$ cat config.mk
export PLATFORM = sky130hd
export DESIGN_NAME = printer
export DESIGN_NICKNAME = d
export VERILOG_FILES = /design/src/rtl/printer_pkg.sv /design/src/rtl/printer_alu.sv /design/src/rtl/printer.sv
export SDC_FILE = /design/constraint.sdc
export NUM_CORES = 1
export LEC_CHECK = 0
export BUFFER_PORTS_ARGS = -buffer_cell sky130_fd_sc_hd__buf_2
export CORE_UTILIZATION = 60
export CTS_CLUSTER_SIZE = 40
export DETAILED_ROUTE_END_ITERATION = 7
export PLACE_DENSITY_LB_ADDON = 0.05
export SLEW_MARGIN = 30
export SYNTH_ARGS = -nofsm -noshare
export SYNTH_HDL_FRONTEND = slang
export SYNTH_SLANG_ARGS = --single-unit
export TNS_END_PERCENT = 100
$ cat constraint.sdc
create_clock -name clk -period 1.6 [get_ports clk]
set_clock_uncertainty 0.2 [all_clocks]
set_input_delay 0.24 -clock clk [delete_from_list [all_inputs] [get_ports clk]]
set_output_delay 0.24 -clock clk [all_outputs]
set_load 0.01 [all_outputs]
$ cat src/rtl/printer_pkg.sv
// printer_pkg: opcode encodings, operand width and operand struct for the
// printer ALU block.
package printer_pkg;

  localparam int OPW = 4;

  localparam logic [3:0] ALU_ADD   = 4'b0000;
  localparam logic [3:0] ALU_SUB   = 4'b0001;
  localparam logic [3:0] ALU_AND   = 4'b0010;
  localparam logic [3:0] ALU_OR    = 4'b0011;
  localparam logic [3:0] ALU_XOR   = 4'b0100;
  localparam logic [3:0] ALU_NOR   = 4'b0101;
  localparam logic [3:0] ALU_SLT   = 4'b0110;
  localparam logic [3:0] ALU_SLTU  = 4'b0111;
  localparam logic [3:0] ALU_SLL   = 4'b1000;
  localparam logic [3:0] ALU_SRL   = 4'b1001;
  localparam logic [3:0] ALU_SRA   = 4'b1010;
  localparam logic [3:0] ALU_PASSA = 4'b1011;
  localparam logic [3:0] ALU_PASSB = 4'b1100;
  localparam logic [3:0] ALU_NOTA  = 4'b1101;
  localparam logic [3:0] ALU_INCA  = 4'b1110;
  localparam logic [3:0] ALU_DECA  = 4'b1111;

  // packed operand bus: A in the upper nibble, B in the lower
  typedef struct packed {
    logic [OPW-1:0] a;
    logic [OPW-1:0] b;
  } ops_t;

endpackage

$ cat src/rtl/printer_alu.sv
// printer_alu: purely combinational 4-bit ALU, 16 opcodes, all defined.
module printer_alu
  import printer_pkg::*;
(
  input  logic [OPW-1:0] a,
  input  logic [OPW-1:0] b,
  input  logic [3:0]     aluc,
  output logic [OPW-1:0] y
);

  logic [1:0] sh;
  assign sh = b[1:0];

  // opcode decode; every result is truncated to the operand width
  always_comb begin
    y = '0;
    case (aluc)
      ALU_ADD:   y = a + b;
      ALU_SUB:   y = a - b;
      ALU_AND:   y = a & b;
      ALU_OR:    y = a | b;
      ALU_XOR:   y = a ^ b;
      ALU_NOR:   y = ~(a | b);
      ALU_SLT:   y = {3'b000, ($signed(a) < $signed(b))};
      ALU_SLTU:  y = {3'b000, (a < b)};
      ALU_SLL:   y = a << sh;
      ALU_SRL:   y = a >> sh;
      ALU_SRA:   y = $unsigned($signed(a) >>> sh);
      ALU_PASSA: y = a;
      ALU_PASSB: y = b;
      ALU_NOTA:  y = ~a;
      ALU_INCA:  y = a + 4'd1;
      ALU_DECA:  y = a - 4'd1;
      default:   y = '0;
    endcase
  end

endmodule

$ cat src/rtl/printer.sv
// printer: registered 4-bit ALU. res captures the ALU result every rising
// edge; async active-high reset clears it. Optional trace under the
// PRINTER_DISPLAY_EN macro (simulation only).
module printer
  import printer_pkg::*;
(
  input  logic           clk,
  input  logic           rst,
  input  logic [7:0]     ops,
  input  logic [3:0]     aluc,
  output logic [OPW-1:0] res
);

  ops_t           op;
  logic [OPW-1:0] y;

  assign op = ops_t'(ops);

  printer_alu u_alu (
    .a    (op.a),
    .b    (op.b),
    .aluc (aluc),
    .y    (y)
  );

  // result register, cleared immediately on reset
  always_ff @(posedge clk or posedge rst) begin
    if (rst) res <= '0;
    else     res <= y;
  end

`ifdef PRINTER_DISPLAY_EN
  // trace line per accepted operation, showing the value res is about to take
  always @(posedge clk) begin
    if (!rst)
      $display("%0t op=%b A=%b B=%b res=%b", $time, aluc, op.a, op.b, y);
  end
`else
`endif

endmodule

Word level (Yosys, flattened, before mapping)
Index checks and enable logic that the tools add are counted.

cells by class
  add/sub/neg operators = 4
  multiply operators = 0
  div/mod/pow operators = 0
  order comparisons = 2
  equality and inequality tests = 15
  shift operators = 3
  mux-type cells = 1
  bitwise operators = 5
  reduce and logical (&&, ||, !) cells = 1

operators by type and width
  operator                                              count
  case mux 4 bit (16 select lines)                      1
  equality test 4 bit (second input constant)           8
  equality test 4 x 3 -> 1 bit (second input constant)  4
  equality test 4 x 2 -> 1 bit (second input constant)  2
  < comparator 4 bit                                    2
  inverter 4 bit                                        2
  adder 4 x 1 -> 4 bit (second input constant)          1
  adder 4 bit                                           1
  bitwise AND 4 bit                                     1
  equality test 4 x 1 -> 1 bit (second input constant)  1
  zero test 4 bit                                       1
  bitwise OR 4 bit                                      1
  << shifter 4 x 2 -> 4 bit                             1
  >> shifter 4 x 2 -> 4 bit                             1
  >>> shifter 4 x 2 -> 4 bit                            1
  subtractor 4 x 1 -> 4 bit (second input constant)     1
  subtractor 4 bit                                      1
  XOR 4 bit                                             1

storage, ports and cells
  register bits = 4
  bits in latches = 0
  bits in writable memories = 0
  memory bits (read-only) = 0
  input port bits = 14
  output and inout port bits = 4
  word-level logic and storage cells = 32
  memories = 0

Depth between registers and ports, before layout
Gate-level depths: netlist (run 1).

  depth in word-level cells = 3
  gate-level depth with buffers = 11

Hierarchy
From an unflattened synthesis (run 1), not the netlist that was laid out.

unflattened totals
  cell total of the unflattened synthesis = 157
  area total of the unflattened synthesis = 1206.2 um^2

by module, submodules not included
  module       times used  cells each  area an instance (um^2)  sequential area each (um^2)
  printer_alu  1           152         1102.3                   0.0
  printer      1           5           103.8                    100.1

Least setup slack after synthesis (run 1)
OpenSTA, ideal clock, no wires.

  kind = input port to flip-flop
  start = in ops[1]
  end = reg res[3]
  setup time = 0.143 ns
  data arrival time = 2.028 ns
  data required time = 1.257 ns
  path slack = -0.772 ns
  stages on the path = 11
  path buffers = 1
  cell sequence = buf_2 > inv_1 > ha_1 > xnor2_1 > a21oi_1 > ha_1 > nor2b_1 > a221oi_1 > xnor2_1 > xnor2_1 > a22oi_1

on the way
  word-level cells in the longest chain between the ends = 2
  elaborated cells between the ends (all ways) = 6
  those cells by class = 2 x add/sub; 3 x shift; 1 x mux

RTL lines
  what                                      RTL line           RTL
  start, declared                           printer.sv:9       input logic [7:0] ops,
  subtractor 4 bit (tied with other cells)  printer_alu.sv:19  ALU_SUB: y = a - b;
  case mux 4 bit (16 select lines) *        printer_alu.sv:17  case (aluc)
  via u_alu.y[3]                            printer_alu.sv:8   output logic [OPW-1:0] y
  end signal, assigned                      printer.sv:29      else res <= y;
  end, declared                             printer.sv:11      output logic [OPW-1:0] res

The timed path passes the listed nets; every way through them passes the cells marked *.

Worst setup path after layout (run 1)
Ends and elaborated chain as after synthesis.

==> run_results.csv, run 1 <==
group,metric,value,unit
yosys,synth_edf_count,0,
final_layout,top_regs,"res x4",
timing,rsz0062_at_grt,"yes",
yosys,synth_adder_area_share,20.4,%
power,ir_drop,0.450,mV
final_layout,drive_above_1_share,44.2,%
min_path,hp-class,"in -> async",
critical_path,end_kind,"register",
power,power_density,485,nW/um2
yosys,post_synth_num_cell_types,45,
placement,routabilityCongestion,0.993,
placement,post_dp_cell_area,1660,um2
final_layout,largest_reg_flops,4,
flow_run,drv_cap,0,
final_layout,area_delta_synth_final,48.3,%
timing,whs,250,ps
final_layout,design_area,1840,um2
floorplanning,core,1960,um2
yosys,ys_seq_elements,4,
placement,placed_cells,236,
clock_tree,cts_root_buf,"clkbuf_4",
status,status,"finished with violations",
yosys,syn_inst,164,
power,switching_share,46.3,%
placement,dp_hpwl,3280,um
yosys,synth_area,1240,um2
power,p_total,0.893,mW
grt,grt_start_max_net_pins,24,
drt,postRouteAntennaNets,0,
final_layout,top_register,"res",
drt,wl_per_cell,25.0,um
drt,firstDrtPassIters,8,
clock_tree,numCtsBuffers,3,
timing,finalCritPeriodShare,132,%
final_layout,nFillCells,62,
grt,grt_pass1_vias,1440,
timing,slew_viol_final,0,
grt,antenna_found_initial,0,
clock_tree,ctsHtreeMaxLevel,1,
floorplanning,start_util,63.3,%
timing,timing.slew.headroom,72.3,%
timing,final.min_clock_period,2110,ps
critical_path,worstSetupPathType,"in -> reg",
floorplanning,die_w,47.5,um
power,p_switching,0.414,mW
final_layout,multi_input_area,1160,um2
clock_tree,cts_tree,"built",
yosys,postSynthAreaPerCell,7.57,um2
critical_path,cp-startpoint,"ops[1]",
yosys,ys.flop_type,"dfrtp_1",
final_layout,finish.net_count,252,
clock_tree,cts.sinks,4,
power,seq_power_share,13.5,%
power,comb_power_share,70.3,%
timing,hold_viol,0,
yosys,yosysWarnings,0,
critical_path,cp.required,1520,ps
yosys,async_reset_ff_share,100,%
grt,grt_pass1_wl,6700,um
yosys,syn_nets,197,
yosys,synth_top_family_by_area,"compound AO/OA/AOI/OAI gates",
timing,final.setup.worst_slack,-508,ps
status,violations,"design-rule violations, negative setup slack",
yosys,synthSimpleGateAreaFrac,21.0,%
timing,setup_violations,4,
critical_path,cp-start-kind,"primary input",
timing,tightest_slew,410,ps
drt,drc,117,
yosys,synth_compound_area_share,29.6,%
power,clkPwrFrac,16.2,%
floorplanning,fp-row-count,16,
drt,initialDrtViolationCount,329,
power,p_int,0.479,mW
timing,finalSetupTns,-1280,ps
floorplanning,pin_count,18,
drt,via_per_inst,7.47,
final_layout,mostFrequentLayoutCell,"buf_4",
critical_path,worstPathArrival,2020,ps
yosys,synthMuxAreaShare,4.44,%
floorplanning,dieArea,2250,um2
timing,max_freq,474,MHz
placement,place_ws,-687,ps
grt,grt_overflow,0,
final_layout,antenna_cells,0,
clock_tree,clockBufferDepth,2,
floorplanning,fp.dieH,47.5,um
final_layout,final_cells,244,
power,p_leak,0.847,nW
clock_tree,clk_pin_slew,40,ps
yosys,synth_xor_area_share,5.65,%
drt,drt_wl_total,6110,um
final_layout,most-common-layout-cells,"39 x buf_4, 14 x ha_1, 14 x buf_2, 13 x nand2_1, 12 x a21oi_1",
yosys,ys_seq_area_share,8.06,%
final_layout,fin_util,93.8,%
grt,grt_usage,43.5,%
drt,vias,1822,
final_layout,regArea,100,um2
placement,io_buffer_count,17,
critical_path,crit_path_max_fanout,3,
-- worst paths after layout --
path	end	cells past startpoint
worst max-delay path	res[3]$_DFF_PP0_	11
worst min-delay path	res[3]$_DFF_PP0_	3
max in group asynchronous	res[2]$_DFF_PP0_	3
min in group clk	res[0]$_DFF_PP0_	5
-- final cells by class --
| cell class | count | area share, % |
|---|---|---|
| Clock buffer | 3 | 1.22 |
| Inverter | 17 | 4.96 |
| Multi-Input combinational cell | 134 | 62.8 |
| Sequential cell | 4 | 5.44 |
| Tap cell | 27 | 1.84 |
| Timing Repair Buffer | 59 | 23.7 |
-- synthesized netlist by cell type, types with 3 or more instances --
cell type	number	area share [%]
dfrtp_1	4	8.1
nor2_1	8	2.4
o22ai_1	3	1.5
o21ai_0	6	2.4
nand2_1	14	4.2
a221oi_1	3	2.1
nand2b_1	5	2.5
buf_4	3	1.8
a21oi_1	13	5.2
nand3_1	7	2.8
ha_1	17	17
xor2_1	3	2.1
nor2b_1	5	2.5
a21o_1	3	1.8
xnor2_1	5	3.5
buf_2	3	1.2
buf_6	3	2.7
a31oi_1	4	2.0
o21ai_1	5	2.0
inv_2	4	1.2
inv_1	13	3.9
-- worst max-delay path: stages --
cell,delay (ps)
buf_8,100
inv_8,40
ha_4,160
xnor2_2,130
a21oi_2,70
ha_1,350
nor2b_4,150
a221oi_2,240
xnor2_1,130
xnor2_1,300
a22oi_1,120
-- routing by layer --
layer / vias up / track usage, % / share of wire [%]
met3: 105 / 9.06 / 15
met2: 233 / 68.2 / 40
li1: 699 / - / -
met5: - / 0 / 0
met1: 785 / 56.7 / 34
met4: 0 / 21.1 / 10
-- repair_timing --
action	4_1_cts	5_1_grt
pin swaps	13	19
hold buffers	1	0
resized for setup	8	20
buffers inserted	0	4
endpoints found under the setup margin	4	4
hold endpoints to repair	4	0
-- kinds of logic after synthesis --
family | after synthesis
fa+ha+maj | 19
xor+xnor | 8
simple gates | 49
compound gates | 55
mux | 3
buf+inv | 26
flops | 4
-- power by group through the flow --
stage	clock (mW)	combinational [mW]	sequential, mW
after floorplan	0	0.295	0.132
after global placement	0	0.471	0.123
after detailed placement	0	0.495	0.122
after CTS	0.135	0.506	0.121
after global routing	0.146	0.653	0.124
final	0.144	0.628	0.121
Power figures use the tool's default switching activity.
==> run 2, diff against run 1 <==
==> constraint.sdc (replaced) <==
create_clock -name clk -period 1.6 [get_ports clk]
set_clock_uncertainty 0.2 [all_clocks]
set_input_delay 0.16 -clock clk [delete_from_list [all_inputs] [get_ports clk]]
set_output_delay 0.16 -clock clk [all_outputs]
set_load 0.01 [all_outputs]
==> run_results.csv, run 2 (synthesis results as in run 1) <==
group,metric,value,unit
critical_path,critPathSlowestCell,"ha_1",
critical_path,cp.required,1520,ps
grt,grt_start_max_net_pins,24,
grt,busiest_layer,"met2",
final_layout,area_delta_synth_final,41.7,%
clock_tree,ctsHtreeMaxLevel,1,
timing,max_freq,476,MHz
placement,io_buffer_count,17,
final_layout,top_register,"res",
final_layout,antenna_cells,0,
timing,hold_viol,0,
flow_run,drv_cap,0,
clock_tree,clk_pin_slew,50,ps
placement,routabilityCongestion,1.01,
critical_path,cpMostUsedCell,"xnor2_1",
critical_path,crit_path_max_fanout,3,
timing,rsz0062_at_grt,"yes",
grt,grt_pass1_wl,6690,um
placement,dp_hpwl,3180,um
floorplanning,start_util,63.3,%
floorplanning,die_w,47.5,um
final_layout,top_regs,"res x4",
final_layout,finish.net_count,242,
timing,final.min_clock_period,2100,ps
drt,wl_per_cell,25.3,um
grt,antenna_found_initial,0,
clock_tree,clockBufferDepth,2,
critical_path,cp-start-kind,"primary input",
min_path,hp-class,"in -> async",
drt,firstDrtPassIters,6,
clock_tree,cts_tree,"built",
critical_path,slowest_delay,360,ps
critical_path,end_kind,"register",
critical_path,path_cells,"buf_8 -> inv_8 -> ha_4 -> xnor2_2 -> a21oi_2 -> ha_1 -> nor2b_4 -> a221oi_2 -> xnor2_1 -> xnor2_1 -> a22oi_1",
final_layout,mostFrequentLayoutCell,"buf_4",
grt,use_met2,64.7,%
drt,vias,1721,
power,p_total,0.888,mW
grt,grt_overflow,0,
status,status,"finished with violations",
timing,finalCritPeriodShare,131,%
floorplanning,fp.dieH,47.5,um
timing,tightest_slew,386,ps
floorplanning,dieArea,2250,um2
grt,grt_pass1_vias,1411,
power,power_density,505,nW/um2
critical_path,worstSetupPathType,"in -> reg",
status,violations,"negative setup slack",
drt,via_per_inst,7.35,
power,ir_drop,0.436,mV
floorplanning,pin_count,18,
timing,final.setup.worst_slack,-501,ps
timing,setup_violations,4,
clock_tree,cts_root_buf,"clkbuf_4",
drt,postRouteAntennaNets,0,
grt,grt_usage,43.2,%
final_layout,most-common-layout-cells,"30 x buf_4, 14 x buf_2, 13 x nand2_1, 13 x ha_1, 12 x a21oi_1",
final_layout,drive_above_1_share,42.5,%
grt,met3_usage,12.5,%
floorplanning,core,1960,um2
drt,drc,0,
timing,finalSetupTns,-1050,ps
grt,use_met1,55.0,%
clock_tree,cts.sinks,4,
drt,initialDrtViolationCount,337,
critical_path,worstPathArrival,2020,ps
floorplanning,fp-row-count,16,
drt,drt_wl_total,5920,um
final_layout,largest_reg_flops,4,
timing,timing.slew.headroom,73.6,%
clock_tree,numCtsBuffers,3,
timing,slew_viol_final,0,
power,p_leak,0.796,nW
==> run 2: timing repair <==
item | 4_1_cts | 5_1_grt
buffers inserted | 1 | 2
pin swaps | 18 | 13
hold buffers | 1 | 0
gates resized for setup | 14 | 14
endpoints found under the setup margin | 4 | 4
endpoints found under the hold margin | 4 | 0
==> run 2: worst paths after layout <==
path                        start                to  slack (ps)  cells past startpoint
min in group clk           ops[1]  res[1]$_DFF_PP0_         260                      4
setup / recovery           ops[1]  res[3]$_DFF_PP0_        -500                     11
hold / removal                rst  res[2]$_DFF_PP0_         140                      3
max in group asynchronous     rst  res[3]$_DFF_PP0_         870                      3
==> run 2: stage by stage <==
step / worst slack, ps / hold slack, ps / area (um2) / std cells / utilization [%]
global placement: -495 / -149 / 1590 / 227 / 80.8
floorplan: -420 / -274 / 1350 / 164 / -
finish: -501 / 140 / 1760 / 234 / 89.7
CTS: -242 / 156 / 1670 / 232 / 85.3
detailed placement: -582 / -132 / 1590 / 227 / 80.8
global route: -510 / 198 / 1760 / 234 / 89.7
==> run 2: power by group <==
group          internal, mW  leakage (nW)  switching, mW  total, mW
logic                 0.264         0.734          0.342      0.606
clock network        0.0860        0.0138         0.0722      0.158
registers             0.118        0.0484        0.00601      0.124
total                 0.468         0.796          0.420      0.888
==> run 2: layout make-up <==
type                            instances  area (um2)
Clock buffer                            3        22.5
Fill cell                              90         203
Inverter                               17        91.3
Multi-Input combinational cell        134        1150
Sequential cell                         4         100
Tap cell                               27        33.8
Timing Repair Buffer                   49         358
==> run 2: per-layer routing <==
| metal | vias up | wire, um |
|---|---|---|
| li1 | 683 | - |
| met1 | 752 | 1940 |
| met2 | 211 | 2410 |
| met3 | 75 | 951 |
| met4 | 0 | 617 |
| met5 | - | 0 |
==> run 2: critical path, delay by kind of cell <==
kind | cells | cell delay [ps]
adder cells (fa/ha/maj) | 2 | 510
buffers and inverters | 2 | 130
AO/OA/AOI/OAI | 3 | 490
AND/OR/NAND/NOR | 1 | 150
XOR/XNOR | 3 | 580
==> run 3, diff against run 2 <==
--- a/config.mk
+++ b/config.mk
@@ -7,2 +7,3 @@
 export LEC_CHECK = 0
+export ABC_AREA = 1
 export BUFFER_PORTS_ARGS = -buffer_cell sky130_fd_sc_hd__buf_2
--- a/constraint.sdc
+++ b/constraint.sdc
@@ -4,2 +4,2 @@
 set_output_delay 0.16 -clock clk [all_outputs]
-set_load 0.01 [all_outputs]
+set_load 0.005 [all_outputs]
==> run_results.csv, run 3 <==
group,metric,value,unit
timing,rsz0062_at_grt,"yes",
drt,initialDrtViolationCount,193,
status,violations,"negative setup slack",
final_layout,finish.net_count,320,
floorplanning,fp.dieH,47.4,um
yosys,synth_top_cells_by_count,"98 x nand2_1, 27 x inv_1, 26 x nor2_1",
yosys,yosysMostFrequentCell,"nand2_1",
floorplanning,fp-row-count,16,
yosys,syn_inst,232,
clock_tree,cts_root_buf,"clkbuf_4",
power,p_switching,0.336,mW
grt,grt_usage,40.0,%
timing,hold_viol,0,
grt,antenna_found_initial,0,
power,seq_power_share,16.4,%
final_layout,top_regs,"res x4",
drt,vias,1830,
critical_path,worstSetupPathType,"in -> reg",
clock_tree,cts_tree,"built",
yosys,synth_top_area_share,29.7,%
timing,finalSetupTns,-105,ps
clock_tree,cts.sinks,4,
clock_tree,clockBufferDepth,2,
clock_tree,ctsHtreeMaxLevel,1,
power,clkPwrFrac,16.9,%
placement,routabilityCongestion,0.963,
critical_path,path_cells,"buf_12 -> inv_8 -> ha_4 -> o21ai_2 -> inv_1 -> fa_1 -> xnor2_2 -> nand2_1 -> nand3_1",
yosys,ys_seq_elements,4,
final_layout,antenna_cells,0,
placement,io_buffer_count,17,
final_layout,top_register,"res",
timing,final.setup.worst_slack,-53.8,ps
yosys,synth_edf_count,0,
critical_path,crit_path_max_fanout,2,
drt,firstDrtPassIters,6,
yosys,yosysTopAreaCell,"nand2_1",
drt,drc,0,
clock_tree,numCtsBuffers,3,
floorplanning,dieArea,2250,um2
yosys,postSynthAreaPerCell,5.33,um2
drt,postRouteAntennaNets,0,
placement,place_ws,-377,ps
yosys,synth_area,1240,um2
power,p_int,0.420,mW
timing,setup_violations,2,
final_layout,drive_above_1_share,30.2,%
yosys,yosysWarnings,0,
final_layout,nFillCells,90,
timing,final.min_clock_period,1650,ps
timing,timing.slew.headroom,74.2,%
yosys,post_synth_num_cell_types,20,
power,ir_drop,0.394,mV
power,switching_share,44.5,%
floorplanning,pin_count,18,
yosys,ys.flop_type,"dfrtp_1",
critical_path,slowest_delay,440,ps
timing,slew_viol_final,0,
final_layout,regArea,100,um2
final_layout,area_delta_synth_final,42.9,%
status,status,"finished with violations",
drt,via_per_inst,5.87,
min_path,hp-class,"in -> async",
yosys,syn_nets,265,
critical_path,critPathSlowestCell,"fa_1",
floorplanning,die_w,47.4,um
grt,grt_start_max_net_pins,11,
grt,grt_pass1_wl,6250,um
critical_path,cp.required,1510,ps
critical_path,cp-start-kind,"primary input",
floorplanning,start_util,63.7,%
yosys,synth_area_leaders,"nand2_1 30%, ha_1 17%, nand3_1 10%, inv_1 8.2%, dfrtp_1 8.1%",
yosys,async_reset_ff_share,100,%
placement,dp_hpwl,3080,um
grt,grt_pass1_vias,1416,
final_layout,multi_input_area,1100,um2
power,power_density,428,nW/um2
grt,grt_overflow,0,
yosys,ys_seq_area_share,8.09,%
drt,drt_wl_total,4980,um
final_layout,largest_reg_flops,4,
critical_path,end_kind,"register",
timing,finalCritPeriodShare,103,%
flow_run,drv_cap,0,
power,comb_power_share,66.6,%
final_layout,mostFrequentLayoutCell,"nand2_1",
floorplanning,core,1940,um2
timing,tightest_slew,384,ps
drt,wl_per_cell,16.0,um
clock_tree,clk_pin_slew,40,ps
critical_path,worstPathArrival,1570,ps
final_layout,most-common-layout-cells,"97 x nand2_1, 34 x buf_4, 26 x nor2_1, 25 x inv_1, 23 x nand3_1",
power,p_leak,1.05,nW
timing,max_freq,605,MHz
==> run 3: kinds of logic after synthesis <==
kind of cell,after synthesis,synth area share [%]
XOR/XNOR,2,1.42
flip-flops,4,8.09
buffers and inverters,33,10.3
AND/OR/NAND/NOR,165,55.9
adder cells (fa/ha/maj),19,20.4
AO/OA/AOI/OAI,9,3.84
==> run 3: how the worst max path moves through the flow <==
stage	startpoint	endpoint	slack, ps	depth (start not counted)
6_report	ops[1]	res[2]$_DFF_PP0_	-50	9
3_5_place_dp	ops[1]	res[3]$_DFF_PP0_	-380	13
4_1_cts	ops[0]	res[3]$_DFF_PP0_	-40	13
5_1_grt	ops[0]	res[3]$_DFF_PP0_	-100	13
3_3_place_gp	ops[1]	res[3]$_DFF_PP0_	-310	12
2_1_floorplan	ops[1]	res[3]$_DFF_PP0_	-160	12
==> run 3: area by class of cell <==
type | count | share of cell area, %
flip-flops and latches | 4 | 5.66
inverters | 31 | 7.50
repair buffers | 52 | 21.5
multi-input cells | 195 | 62.1
clock buffers | 3 | 1.27
well taps | 27 | 1.91
==> run 3: metal layers <==
metal	vias to the layer above	GRT usage (%)	part of all wire [%]
met3	44	7.55	13
li1	824	-	-
met2	177	66.8	45
met1	785	50.1	35
met5	-	0	0
met4	0	17.1	6.4
==> run 3: worst max-delay path: cells and delay by family <==
| kind | cells | cell delay, ps |
|---|---|---|
| AO/OA/AOI/OAI | 1 | 180 |
| XOR/XNOR | 1 | 170 |
| adder cells (fa/ha/maj) | 2 | 640 |
| buffers and inverters | 3 | 240 |
| AND/OR/NAND/NOR | 2 | 170 |
==> run 3: through the flow <==
step	total power, mW	utilization (%)	cell area [um2]	instances	hold slack (ps)
floorplan	0.365	-	1300	232	-274
global placement	0.517	82.5	1600	304	-159
detailed placement	0.527	82.5	1600	304	-154
CTS	0.693	88.4	1720	311	148
global route	0.806	91.0	1770	312	192
finish	0.756	91.0	1770	312	184
==> run 3: power by group through the flow <==
stage          combinational (mW)  sequential, mW  clock (mW)
2_1_floorplan               0.238           0.127           0
3_3_place_gp                0.393           0.124           0
3_5_place_dp                0.402           0.125           0
4_1_cts                     0.442           0.124       0.126
5_1_grt                     0.543           0.126       0.137
6_report                    0.504           0.124       0.128
==> run 3: repair_timing <==
action                                  4_1_cts  5_1_grt
hold buffers                                  1        0
pin swaps                                    10       10
endpoints found under the setup margin        4        4
endpoints found under the hold margin         4        0
buffers inserted                              3        1
resized for setup                            12       11
